==> src/rtl/shift_register_pkg.sv <==
// -----------------------------------------------------------------------------
// shift_register_pkg
// Shared definitions for the parallel-in / serial-out serializer:
//   - DATA_WIDTH_DEFAULT : default word length in bits
//   - fsm_state_e        : serializer FSM state encoding (IDLE, SHIFT)
// -----------------------------------------------------------------------------
package shift_register_pkg;

    localparam int DATA_WIDTH_DEFAULT = 32;

    typedef enum logic [0:0] {
        ST_IDLE  = 1'b0,
        ST_SHIFT = 1'b1
    } fsm_state_e;

endpackage : shift_register_pkg

==> src/rtl/piso_bit_counter.sv <==
// -----------------------------------------------------------------------------
// piso_bit_counter
// Index of the bit currently presented on the serial line.
// Ports:
//   Clk_In      in  clock, posedge
//   Reset_In    in  asynchronous active-high reset (count -> 0)
//   clear_in    in  a new word is being loaded; restart at bit 0
//   advance_in  in  a frame is in progress; step to the next bit
//   count_out   out current bit index, 0..DATA_WIDTH-1
//   last_out    out count_out is DATA_WIDTH-1 (last bit of the frame)
// -----------------------------------------------------------------------------
module piso_bit_counter
    import shift_register_pkg::*;
#(
    parameter int DATA_WIDTH = DATA_WIDTH_DEFAULT
) (
    input  logic                          Clk_In,
    input  logic                          Reset_In,
    input  logic                          clear_in,
    input  logic                          advance_in,
    output logic [$clog2(DATA_WIDTH)-1:0] count_out,
    output logic                          last_out
);

    localparam int CW = $clog2(DATA_WIDTH);
    localparam logic [CW-1:0] CNT_LAST = CW'(DATA_WIDTH - 1);
    localparam logic [CW-1:0] CNT_ZERO = {CW{1'b0}};
    localparam logic [CW-1:0] CNT_ONE  = CW'(1);

    logic [CW-1:0] count_q;
    logic [CW-1:0] count_d;

    // Next count: a load has priority; advancing from the last bit wraps to 0.
    always_comb begin
        count_d = count_q;
        if (clear_in) begin
            count_d = CNT_ZERO;
        end else if (advance_in) begin
            if (count_q == CNT_LAST) begin
                count_d = CNT_ZERO;
            end else begin
                count_d = count_q + CNT_ONE;
            end
        end else begin
            count_d = count_q;
        end
    end

    // Count register with asynchronous reset.
    always_ff @(posedge Clk_In or posedge Reset_In) begin
        if (Reset_In) begin
            count_q <= CNT_ZERO;
        end else begin
            count_q <= count_d;
        end
    end

    assign count_out = count_q;
    assign last_out  = (count_q == CNT_LAST);

endmodule : piso_bit_counter

==> src/rtl/piso_serializer_32.sv <==
// -----------------------------------------------------------------------------
// piso_serializer_32
// Parallel-in / serial-out serializer, LSB first, with valid/ready load
// handshake and gap-free back-to-back frames.
// Ports:
//   Clk_In            in  clock, all state on posedge
//   Reset_In          in  asynchronous active-high reset
//   Parallel_Data_In  in  word to serialize, sampled only on acceptance
//   Load_Valid_In     in  requester presents a word
//   Load_Ready_Out    out a word can be accepted this cycle (combinational)
//   Serial_Data_Out   out serial bit (registered), IDLE_LEVEL between frames
//   Serial_Valid_Out  out Serial_Data_Out carries a frame bit (registered)
//   Busy_Out          out frame in progress (registered)
//   Frame_Done_Out    out high while the last bit of a frame is presented
// -----------------------------------------------------------------------------
module piso_serializer_32
    import shift_register_pkg::*;
#(
    parameter int   DATA_WIDTH = DATA_WIDTH_DEFAULT,
    parameter logic IDLE_LEVEL = 1'b0
) (
    input  logic                  Clk_In,
    input  logic                  Reset_In,
    input  logic [DATA_WIDTH-1:0] Parallel_Data_In,
    input  logic                  Load_Valid_In,
    output logic                  Load_Ready_Out,
    output logic                  Serial_Data_Out,
    output logic                  Serial_Valid_Out,
    output logic                  Busy_Out,
    output logic                  Frame_Done_Out
);

    localparam int CW = $clog2(DATA_WIDTH);
    // Done is registered, so it is raised on the edge leaving the
    // second-to-last bit.
    localparam logic [CW-1:0]         CNT_PRELAST = CW'(DATA_WIDTH - 2);
    localparam logic [DATA_WIDTH-1:0] SHIFT_ZERO  = {DATA_WIDTH{1'b0}};

    fsm_state_e            state_q;
    fsm_state_e            state_d;
    logic [DATA_WIDTH-1:0] shift_q;
    logic [DATA_WIDTH-1:0] shift_d;
    logic                  serial_data_q;
    logic                  serial_data_d;
    logic                  serial_valid_q;
    logic                  serial_valid_d;
    logic                  busy_q;
    logic                  busy_d;
    logic                  frame_done_q;
    logic                  frame_done_d;

    logic [CW-1:0]         count_s;
    logic                  last_s;
    logic                  load_ready_s;
    logic                  accept_s;
    logic                  advance_s;

    piso_bit_counter #(
        .DATA_WIDTH (DATA_WIDTH)
    ) u_bit_counter (
        .Clk_In     (Clk_In),
        .Reset_In   (Reset_In),
        .clear_in   (accept_s),
        .advance_in (advance_s),
        .count_out  (count_s),
        .last_out   (last_s)
    );

    // Ready in IDLE, or on the last bit so the next frame follows with no gap;
    // never while reset is asserted.
    always_comb begin
        load_ready_s = 1'b0;
        if (Reset_In) begin
            load_ready_s = 1'b0;
        end else if (state_q == ST_IDLE) begin
            load_ready_s = 1'b1;
        end else begin
            load_ready_s = last_s;
        end
    end

    assign accept_s  = Load_Valid_In & load_ready_s;
    assign advance_s = (state_q == ST_SHIFT);

    // Next-state and next-output logic. The shift register holds the bits
    // not yet presented; bit 0 of an accepted word goes straight to the line.
    always_comb begin
        state_d        = state_q;
        shift_d        = shift_q;
        serial_data_d  = serial_data_q;
        serial_valid_d = serial_valid_q;
        busy_d         = busy_q;
        frame_done_d   = 1'b0;
        if (accept_s) begin
            state_d        = ST_SHIFT;
            shift_d        = {1'b0, Parallel_Data_In[DATA_WIDTH-1:1]};
            serial_data_d  = Parallel_Data_In[0];
            serial_valid_d = 1'b1;
            busy_d         = 1'b1;
            frame_done_d   = 1'b0;
        end else begin
            case (state_q)
                ST_SHIFT: begin
                    if (last_s) begin
                        state_d        = ST_IDLE;
                        shift_d        = SHIFT_ZERO;
                        serial_data_d  = IDLE_LEVEL;
                        serial_valid_d = 1'b0;
                        busy_d         = 1'b0;
                        frame_done_d   = 1'b0;
                    end else begin
                        state_d        = ST_SHIFT;
                        shift_d        = {1'b0, shift_q[DATA_WIDTH-1:1]};
                        serial_data_d  = shift_q[0];
                        serial_valid_d = 1'b1;
                        busy_d         = 1'b1;
                        frame_done_d   = (count_s == CNT_PRELAST);
                    end
                end
                ST_IDLE: begin
                    state_d        = ST_IDLE;
                    shift_d        = shift_q;
                    serial_data_d  = IDLE_LEVEL;
                    serial_valid_d = 1'b0;
                    busy_d         = 1'b0;
                    frame_done_d   = 1'b0;
                end
                default: begin
                    state_d        = ST_IDLE;
                    shift_d        = SHIFT_ZERO;
                    serial_data_d  = IDLE_LEVEL;
                    serial_valid_d = 1'b0;
                    busy_d         = 1'b0;
                    frame_done_d   = 1'b0;
                end
            endcase
        end
    end

    // FSM state, shift register and registered outputs; reset aborts a frame.
    always_ff @(posedge Clk_In or posedge Reset_In) begin
        if (Reset_In) begin
            state_q        <= ST_IDLE;
            shift_q        <= SHIFT_ZERO;
            serial_data_q  <= IDLE_LEVEL;
            serial_valid_q <= 1'b0;
            busy_q         <= 1'b0;
            frame_done_q   <= 1'b0;
        end else begin
            state_q        <= state_d;
            shift_q        <= shift_d;
            serial_data_q  <= serial_data_d;
            serial_valid_q <= serial_valid_d;
            busy_q         <= busy_d;
            frame_done_q   <= frame_done_d;
        end
    end

    assign Load_Ready_Out   = load_ready_s;
    assign Serial_Data_Out  = serial_data_q;
    assign Serial_Valid_Out = serial_valid_q;
    assign Busy_Out         = busy_q;
    assign Frame_Done_Out   = frame_done_q;

endmodule : piso_serializer_32

==> config.mk <==
export PLATFORM = sky130hd
export DESIGN_NAME = piso_serializer_32
export DESIGN_NICKNAME = d
export VERILOG_FILES = /design/src/rtl/shift_register_pkg.sv /design/src/rtl/piso_bit_counter.sv /design/src/rtl/piso_serializer_32.sv
export SDC_FILE = /design/constraint.sdc
export NUM_CORES = 1
export LEC_CHECK = 0
export CAP_MARGIN = 20
export CORE_MARGIN = 1.5
export CORE_UTILIZATION = 45
export CTS_CLUSTER_SIZE = 24
export DETAILED_ROUTE_END_ITERATION = 8
export PLACE_DENSITY = 0.77
export SETUP_SLACK_MARGIN = 0.5
export SLEW_MARGIN = 20
export SYNTH_ARGS = -nofsm -noshare
export SYNTH_HDL_FRONTEND = slang
export SYNTH_SLANG_ARGS = --single-unit
==> constraint.sdc <==
create_clock -name Clk_In -period 1.91 [get_ports Clk_In]
set_input_delay 0.382 -clock Clk_In [delete_from_list [all_inputs] [get_ports Clk_In]]
set_output_delay 0.382 -clock Clk_In [all_outputs]
set_load 0.05 [all_outputs]
==> results.cfg, run 1 <==
[critical_path]
ff2ff_path_depth = 8
crit_type = flop to primary output
r2r_start = u_bit_counter.count_out[1]$_DFFE_PP0P_
crit_fanout = 2
rrSetupSlack_ns = 0.03
critPathLaunch = u_bit_counter.count_out[1]$_DFFE_PP0P_
cp.arrival_ns = 1.54
crit_required_ns = 1.53
setup.worst_path.start_class = flop
reg2reg_to = shift_q[13]$_DFFE_PP0P_
end_kind = primary output

[cells_and_area]
diodes = 0
drive_above_1_share = 0.208
mostFrequentLayoutCells = 39 x dfrtp_1, 34 x clkdlybuf4s50_1, 30 x a221o_1
nets = 235
layout_commonest_cell = dfrtp_1
final_cells = 245
area_growth_pct = 37.8

[sta]
fin_tns_setup_ns = -0.00866
fmax_mhz = 521
maxSlewHeadroom = 0.531
setup_viol = 1
hold_violations = 0
hold_ws_ns = 0.506
rsz0062_at_grt = true
slew_violations = 0
worst_slack_ns = -0.00866
min_period_ns = 1.92
finalCritPeriodShare = 1.00
worst_pin_slew_ns = 0.701
worst_clock_skew_ns = 0.00894

[outcome]
status = complete, but fails checks
failed_checks = setup timing

[worst_hold_path]
hp-class = flop to flop
hold_depth = 1
hold_path_end = shift_q[25]$_DFFE_PP0P_
hp-start = shift_q[25]$_DFFE_PP0P_

[synth]
ys_types = 27
synth_area_per_cell_um2 = 12.5
syn_nets = 183
ys_ff_latch = 39
synthCells = 145
async_flop_share = 1.00
synthesis.area_mm2 = 0.00181
synth_flop_cell = dfrtp_1
synth_warnings = 0
yosysSeqAreaShare = 0.539
synth_edf_count = 0

[global_route]
grt_antenna_before_repair = 0
grt_pass1_wl_um = 6360
grt_usage = 0.190
overflow = 0
grt_max_degree = 40
grt_pass1_vias = 1307

[route]
drtIter0Drc = 75
drtAntennaViolNets = 0
wl_um = 3810
via_count = 1371
dr.pass1.iters = 4
route.detailed.drc = 0
routedWlPerCell_um = 15.6
viasPerCell = 5.60

[pwr]
p_leak_nw = 1.14
vdd_ir_drop_max_v = 0.000642
switchingPower_mw = 1.07
p_sw_frac = 0.331
powerDensity_mw_per_mm2 = 1300
power.share.sequential = 0.401
p_clk_frac = 0.170
p_comb_frac = 0.429
internal_power_mw = 2.16

[floorplan]
start_util = 0.480
core_area_mm2 = 0.00377
fp.dieH_um = 66.4
die_area_mm2 = 0.00441
io_pins = 40
die_x_um = 66.4
placementRows = 22

[place]
place_inst = 227
numPortBuffers = 39
dp_hpwl_um = 2400
place.gp.congestion = 0.789

[cts]
cts_hold_buffers = 0
clock_latency_ns = 0.28
htreeDepth = 2
cts_tree = done
clock_sinks = 39
root_buffer = clkbuf_8
clk_pin_slew_ns = 0.06
numCtsBuffers = 5
clk_path_buf_depth = 2

[flow_run]
maxCapViolCount = 0
-- Yosys cell counts, types with 2 or more instances --
library cell / count / area share
dfrtp_1: 39 / 0.54
mux2i_1: 2 / 0.011
nor2_1: 5 / 0.010
inv_1: 2 / 0.0042
buf_2: 3 / 0.0083
a221o_1: 30 / 0.17
o21ai_0: 2 / 0.0055
nand3_1: 2 / 0.0055
buf_6: 8 / 0.050
and2_1: 25 / 0.086
and2_0: 5 / 0.017
ha_1: 3 / 0.021
nand2b_1: 2 / 0.0069
nand2_1: 3 / 0.0062
a22o_1: 2 / 0.0097
-- power groups by stage --
| stage | Clock [mW] | Combinational, mW | Sequential [mW] |
|---|---|---|---|
| final | 0.549 | 1.39 | 1.30 |
| after global routing | 0.603 | 1.53 | 1.33 |
| after CTS | 0.565 | 1.29 | 1.29 |
| after detailed placement | 0 | 1.14 | 1.31 |
| after global placement | 0 | 1.08 | 1.30 |
| after floorplan | 0 | 0.864 | 1.33 |
-- flip-flops by register name (all words and copies together) (netlist names) --
| name | cells |
|---|---|
| shift_q | 31 |
| u_bit_counter.count_out | 5 |
| Busy_Out | 1 |
| Frame_Done_Out | 1 |
| Serial_Data_Out | 1 |
-- worst max path at each step --
stage,to,slack (ns),cells past startpoint
2_1_floorplan,Load_Ready_Out,0.07,7
3_3_place_gp,shift_q[6]$_DFFE_PP0P_,-0.37,4
3_5_place_dp,shift_q[13]$_DFFE_PP0P_,-0.48,4
4_1_cts,Load_Ready_Out,-0.002,6
5_1_grt,Load_Ready_Out,-0.06,6
6_report,Load_Ready_Out,-0.009,6
-- per-stage QoR --
| stage | util | area [µm²] | total power, mW | setup slack (ns) |
|---|---|---|---|---|
| finish | 0.661 | 2490 | 3.23 | -0.00866 |
| CTS | 0.646 | 2440 | 3.15 | -0.00236 |
| global placement | 0.597 | 2250 | 2.39 | -0.367 |
| floorplan | - | 1840 | 2.19 | 0.0679 |
| global route | 0.661 | 2490 | 3.45 | -0.0626 |
| detailed placement | 0.597 | 2250 | 2.45 | -0.476 |
-- worst max-delay path, stage by stage, from the launching register on --
cell	delay, ns
dfrtp_1	0.40
ha_2	0.20
and3_4	0.18
ha_4	0.17
nor2b_4	0.14
nor2_4	0.04
buf_6	0.14
-- per-layer routing --
layer | GRT usage | wire length [µm] | part of all wire
met4 | 0.0536 | 18 | 0.0047
met3 | 0.0511 | 183 | 0.048
met5 | 0 | 0 | 0
met2 | 0.301 | 1920 | 0.50
met1 | 0.257 | 1690 | 0.44
-- layout make-up --
cell class,count,area [µm²]
Multi-Input combinational cell,92,769
Clock inverter,1,5.00
Fill cell,252,1280
Inverter,2,7.51
Sequential cell,39,976
Clock buffer,6,82.6
Tap cell,48,60.1
Timing Repair Buffer,57,592
-- cells by family after synthesis --
family / after synthesis / synth area share
flip-flops: 39 / 0.539
adder cells (fa/ha/maj): 3 / 0.0207
buffers and inverters: 14 / 0.0664
AND/OR/NAND/NOR: 49 / 0.165
multiplexers: 2 / 0.0111
AO/OA/AOI/OAI: 38 / 0.197
-- what timing repair did --
item,4_1_cts,5_1_grt
pin swaps,5,3
setup buffers,7,4
gates resized for setup,17,7
setup endpoints to repair,42,41
(Power assumes the default switching activity.)
==> inputs of run 2 (changes only) <==
--- a/config.mk
+++ b/config.mk
@@ -5,9 +5,10 @@
 export SDC_FILE = /design/constraint.sdc
 export NUM_CORES = 1
 export LEC_CHECK = 0
+export ABC_AREA = 1
 export CAP_MARGIN = 20
 export CORE_MARGIN = 1.5
-export CORE_UTILIZATION = 45
+export CORE_UTILIZATION = 46
 export CTS_CLUSTER_SIZE = 24
 export DETAILED_ROUTE_END_ITERATION = 8
 export PLACE_DENSITY = 0.77
==> run 2 against run 1 <==
Net effect:
- critical endpoint unchanged
- the run still ends with setup timing left
- clock skew is 0.0049 ns lower
- critical path depth grew 3
- critical path type unchanged
- design area grew 14%
- area after synthesis is 12% higher
- clock power increased by 49%
- utilization increased by 3.2 points
- largest power group unchanged
- total power is 23% higher
==> results.cfg, run 2 <==
[outcome]
status = complete, but fails checks
failed_checks = setup timing

[synth]
ys_types = 19
netlist_top_cells_area = dfrtp_1 48%, nand3_1 13%, nand4_1 9.3%
synth_common_cells = 51 x nand3_1, 39 x dfrtp_1, 39 x nand2_1
synth_area_per_cell_um2 = 9.04
ys_ff_latch = 39
async_flop_share = 1.00
synthesis.area_mm2 = 0.00202
synth_flop_cell = dfrtp_1
yosysMostFrequentCell = nand3_1
yosysSeqAreaShare = 0.482
synth.top_cell.area_share = 0.482
synth_edf_count = 0
syn_nets = 262
synthCells = 224
synth_warnings = 0
synth_top_area_cell = dfrtp_1

[cts]
clk_pin_slew_ns = 0.07
htreeDepth = 2
cts_tree = done
numCtsBuffers = 5
clk_path_buf_depth = 2
root_buffer = clkbuf_8
clock_sinks = 39
clock_latency_ns = 0.30

[cells_and_area]
nFillCells = 309
layout_commonest_cell = nand3_1
diodes = 0
largest_register_ff_count = 31
regMostFlops = shift_q
final_cells = 324
nets = 311
area_growth_pct = 40.9
mostFrequentLayoutCells = 44 x nand3_1, 37 x dfrtp_1, 37 x nand2_1
drive_above_1_share = 0.270

[pwr]
switchingPower_mw = 1.52
internal_power_mw = 2.45
powerDensity_mw_per_mm2 = 1390
vdd_ir_drop_max_v = 0.000728
p_leak_nw = 1.28
p_comb_frac = 0.436
p_clk_frac = 0.206
power.share.sequential = 0.357
p_sw_frac = 0.384

[place]
place_inst = 305
numPortBuffers = 39
dp_hpwl_um = 2880
place.gp.congestion = 0.776

[sta]
fin_tns_setup_ns = -0.0547
hold_violations = 0
setup_viol = 1
fmax_mhz = 509
worst_pin_slew_ns = 0.331
worst_slack_ns = -0.0547
slew_violations = 0
finalCritPeriodShare = 1.03
min_period_ns = 1.96
rsz0062_at_grt = true
worst_clock_skew_ns = 0.00403
maxSlewHeadroom = 0.779

[global_route]
grt_max_degree = 53
grt_antenna_before_repair = 0
grt_pass1_wl_um = 8000
overflow = 0
grt_usage = 0.209
grt_pass1_vias = 1748

[floorplan]
fp.dieH_um = 69.3
die_x_um = 69.3
io_pins = 40
start_util = 0.492
die_area_mm2 = 0.00481
core_area_mm2 = 0.00412
placementRows = 23

[critical_path]
crit_fanout = 2
crit_required_ns = 1.53
setup.worst_path.start_class = flop
crit_type = flop to primary output
end_kind = primary output
cp.arrival_ns = 1.58

[route]
drtAntennaViolNets = 0
via_count = 1798
dr.pass1.iters = 4
routedWlPerCell_um = 14.2
viasPerCell = 5.55
route.detailed.drc = 0
wl_um = 4610
drtIter0Drc = 84

[flow_run]
maxCapViolCount = 0

[worst_hold_path]
hp-class = flop to flop
run 2: area by class of cell:
type                    count  area, µm²  area share
repair buffers             62        689       0.242
clock inverters             2       60.1      0.0211
flip-flops and latches     39        978       0.343
well taps                  50       62.6      0.0219
clock buffers               6       72.6      0.0254
multi-input cells         153        941       0.330
inverters                  12       47.5      0.0167
run 2: worst max-delay path, cell delays in order, from the launching register on:
cell and delay, ns:
dfrtp_1 0.37, ha_2 0.19, inv_2 0.04, nor3_2 0.10
ha_2 0.19, inv_2 0.04, nand2_4 0.06, inv_4 0.04
nor2_4 0.11, buf_12 0.15
run 2: kinds of logic after synthesis:
logic type	share of synthesized area
buf+inv	0.0871
fa+ha+maj	0.0185
compound gates	0.0173
simple gates	0.395
flops	0.482
run 2: worst paths after layout:
| kind | start | endpoint | slack, ns | cells after the start |
|---|---|---|---|---|
| setup / recovery | u_bit_counter.count_out[1]$_DFFE_PP0P_ | Load_Ready_Out | -0.05 | 9 |
| hold / removal | shift_q[24]$_DFFE_PP0P_ | shift_q[23]$_DFFE_PP0P_ | 0.50 | 2 |
| hold reg to reg | shift_q[24]$_DFFE_PP0P_ | shift_q[23]$_DFFE_PP0P_ | 0.50 | 2 |
| max in group asynchronous | Reset_In | u_bit_counter.count_out[2]$_DFFE_PP0P_ | 1.05 | 3 |
| setup reg to reg | u_bit_counter.count_out[1]$_DFFE_PP0P_ | shift_q[9]$_DFFE_PP0P_ | 0.11 | 12 |
| min in group asynchronous | Reset_In | shift_q[4]$_DFFE_PP0P_ | 0.63 | 3 |
run 2: power by group through the flow:
| stage | combinational, mW | clock (mW) | sequential [mW] |
|---|---|---|---|
| detailed placement | 1.55 | 0 | 1.43 |
| CTS | 1.71 | 0.828 | 1.41 |
| floorplan | 1.09 | 0 | 1.45 |
| global placement | 1.50 | 0 | 1.41 |
| finish | 1.73 | 0.819 | 1.42 |
| global route | 1.92 | 0.875 | 1.46 |
run 2: per-stage QoR:
| step | setup WS, ns | power (mW) | cell area (µm²) | hold WS (ns) | util |
|---|---|---|---|---|---|
| 6_report | -0.0547 | 3.97 | 2850 | 0.504 | 0.693 |
| 5_1_grt | -0.160 | 4.25 | 2850 | 0.517 | 0.693 |
| 4_1_cts | -0.0626 | 3.94 | 2840 | 0.502 | 0.689 |
| 3_5_place_dp | 0.120 | 2.98 | 2540 | 0.482 | 0.617 |
| 3_3_place_gp | 0.171 | 2.91 | 2540 | 0.474 | 0.617 |
| 2_1_floorplan | 0.158 | 2.54 | 2090 | 0.466 | - |
run 2: what timing repair did:
action | CTS | global route
endpoints found under the hold margin | 0 | 0
pin swaps | 4 | 0
buffers inserted | 7 | 1
setup endpoints to repair | 44 | 40
resized for setup | 12 | 2
gates cloned | 3 | 0
hold buffers | 0 | 0
run 2: per-layer routing:
metal	track usage	part of all wire	wire length (µm)	up-vias
met3	0.0451	0.040	182	12
met2	0.321	0.47	2170	43
li1	-	-	-	886
met4	0.107	0.027	126	0
met1	0.277	0.46	2130	857
met5	0	0	0	-
==> inputs of run 3 (changes only) <==
--- a/config.mk
+++ b/config.mk
@@ -8,10 +8,10 @@
 export ABC_AREA = 1
 export CAP_MARGIN = 20
 export CORE_MARGIN = 1.5
-export CORE_UTILIZATION = 46
+export CORE_UTILIZATION = 55
 export CTS_CLUSTER_SIZE = 24
 export DETAILED_ROUTE_END_ITERATION = 8
-export PLACE_DENSITY = 0.77
+export PLACE_DENSITY = 0.86
 export SETUP_SLACK_MARGIN = 0.5
 export SLEW_MARGIN = 20
 export SYNTH_ARGS = -nofsm -noshare
==> constraint.sdc (replaced) <==
create_clock -name Clk_In -period 2.5 [get_ports Clk_In]
set_input_delay 0.5 -clock Clk_In [delete_from_list [all_inputs] [get_ports Clk_In]]
set_output_delay 0.5 -clock Clk_In [all_outputs]
set_load 0.05 [all_outputs]
==> run 3 against run 2 <==
Net effect:
- sequential power shrank 24%
- utilization grew 5.7 points
- cell count shrank 5.2%
- die area shrank 16%
- critical path type unchanged
- the flow now finishes without violations
- largest cell class unchanged
- wire length grew 0.76%
- design area shrank 9.5%
- highest routed layer unchanged
==> results.cfg, run 3 (synthesized netlist as in run 2, its figures left out) <==
[sta]
min_period_ns = 2.23
rsz0062_at_grt = true
worst_clock_skew_ns = 0.00909
worst_slack_ns = 0.275
hold_violations = 0
setup_viol = 0
worst_pin_slew_ns = 0.744
maxSlewHeadroom = 0.503
slew_violations = 0
finalCritPeriodShare = 0.890
fin_tns_setup_ns = 0
fmax_mhz = 449

[route]
wl_um = 4640
drtIter0Drc = 122
dr.pass1.iters = 4
via_count = 1794
routedWlPerCell_um = 15.1
drtAntennaViolNets = 0
viasPerCell = 5.84
route.detailed.drc = 0

[pwr]
internal_power_mw = 1.54
power.share.sequential = 0.407
powerDensity_mw_per_mm2 = 1030
vdd_ir_drop_max_v = 0.000516
p_sw_frac = 0.418
p_leak_nw = 1.13
p_clk_frac = 0.160
p_comb_frac = 0.433
switchingPower_mw = 1.11

[cts]
cts_tree = done
htreeDepth = 2
clk_pin_slew_ns = 0.07
clock_latency_ns = 0.29
clk_path_buf_depth = 2
clock_sinks = 39
numCtsBuffers = 5
root_buffer = clkbuf_8
cts_hold_buffers = 0

[floorplan]
io_pins = 40
placementRows = 21
start_util = 0.588
fp.dieH_um = 63.7
core_area_mm2 = 0.00344
die_x_um = 63.7
die_area_mm2 = 0.00405

[cells_and_area]
drive_above_1_share = 0.172
nFillCells = 250
largest_register_ff_count = 31
final-seq-area_um2 = 976
multi_input_area_um2 = 931
mostFrequentLayoutCells = 51 x nand3_1, 39 x dfrtp_1, 39 x nand2_1
final_cells = 307
diodes = 0
regMostFlops = shift_q
nets = 299
area_growth_pct = 27.4
layout_commonest_cell = nand3_1

[global_route]
grt_antenna_before_repair = 0
grt_pass1_vias = 1643
overflow = 0
grt_pass1_wl_um = 7820
grt_usage = 0.249
grt_max_degree = 70

[critical_path]
r2r_start = u_bit_counter.count_out[1]$_DFFE_PP0P_
crit_type = flop to primary output
critPathLaunch = u_bit_counter.count_out[1]$_DFFE_PP0P_
end_kind = primary output
setup.worst_path.start_class = flop
cp.arrival_ns = 1.73
crit_fanout = 2
crit_required_ns = 2.00

[place]
dp_hpwl_um = 2650
numPortBuffers = 39
place.gp.congestion = 0.808
place_inst = 293
post-place-ws_ns = 0.294

[worst_hold_path]
hp-start = shift_q[15]$_DFFE_PP0P_
hp-class = flop to flop

[flow_run]
maxCapViolCount = 0

[outcome]
status = completed
==> run 3: changes by cell type in the layout (fill, tap and decap cells not counted), sizes merged <==
cell           before  now
nand2              40   41
bufbuf              2    0
bufinv              2    0
buf                24    9
clkinv              0    1
nand3              68   70
clkdlybuf4s50      34   36
clkdlybuf4s15       2    0
dlygate4sd2         0    2
==> run 3: timing repair <==
action / in CTS / in global routing
gates resized for setup: 7 / 1
setup buffers: 3 / 1
pin swaps: 4 / 2
endpoints found under the setup margin: 41 / 32
gates cloned: 2 / 1
==> run 3: worst max-delay path, cell delays in order (launching register included) <==
cell and delay [ns]:
dfrtp_1 0.37, ha_2 0.18, inv_1 0.06, nor3_2 0.13, ha_2 0.21, inv_2 0.06
nand2_4 0.06, inv_2 0.05, nor2_4 0.15, buf_12 0.15
==> run 3: final cells by class <==
class | instances | area share
inverter | 12 | 0.0175
clock buffer | 6 | 0.0320
clock inverter | 1 | 0.00194
sequential | 39 | 0.378
multi-input combinational | 156 | 0.361
tap | 46 | 0.0223
timing repair buffer | 47 | 0.187
==> run 3: path summary, 6_finish.rpt <==
| kind | to | slack (ns) | cells past startpoint |
|---|---|---|---|
| setup / recovery | Load_Ready_Out | 0.27 | 9 |
| hold / removal | shift_q[14]$_DFFE_PP0P_ | 0.50 | 2 |
| setup reg to reg | u_bit_counter.count_out[2]$_DFFE_PP0P_ | 0.64 | 10 |
| hold reg to reg | shift_q[14]$_DFFE_PP0P_ | 0.50 | 2 |
| max in group asynchronous | u_bit_counter.count_out[2]$_DFFE_PP0P_ | 1.38 | 3 |
| min in group asynchronous | shift_q[28]$_DFFE_PP0P_ | 0.86 | 3 |
==> run 3: metrics by stage <==
stage                      util  total power [mW]  instance area (µm²)  hold slack [ns]
after floorplan               -              1.88                 2030            0.466
after global placement    0.698              2.10                 2400            0.475
after detailed placement  0.698              2.14                 2400            0.480
after CTS                 0.739              2.63                 2540            0.498
after global routing      0.750              2.86                 2580            0.516
final                     0.750              2.65                 2580            0.503
==> run 3: layer usage <==
metal | up-vias | routed length, µm | track usage
met2 | 76 | 2280 | 0.403
met3 | 6 | 290 | 0.0607
met5 | - | 0 | 0
met4 | 0 | 46 | 0.0571
li1 | 866 | - | -
met1 | 846 | 2030 | 0.339
==> run 3: power groups by stage <==
| stage | clock network [mW] | registers (mW) | logic, mW |
|---|---|---|---|
| global route | 0.468 | 1.11 | 1.28 |
| global placement | 0 | 1.07 | 1.02 |
| CTS | 0.429 | 1.08 | 1.13 |
| detailed placement | 0 | 1.08 | 1.06 |
| floorplan | 0 | 1.10 | 0.787 |
| finish | 0.424 | 1.08 | 1.15 |
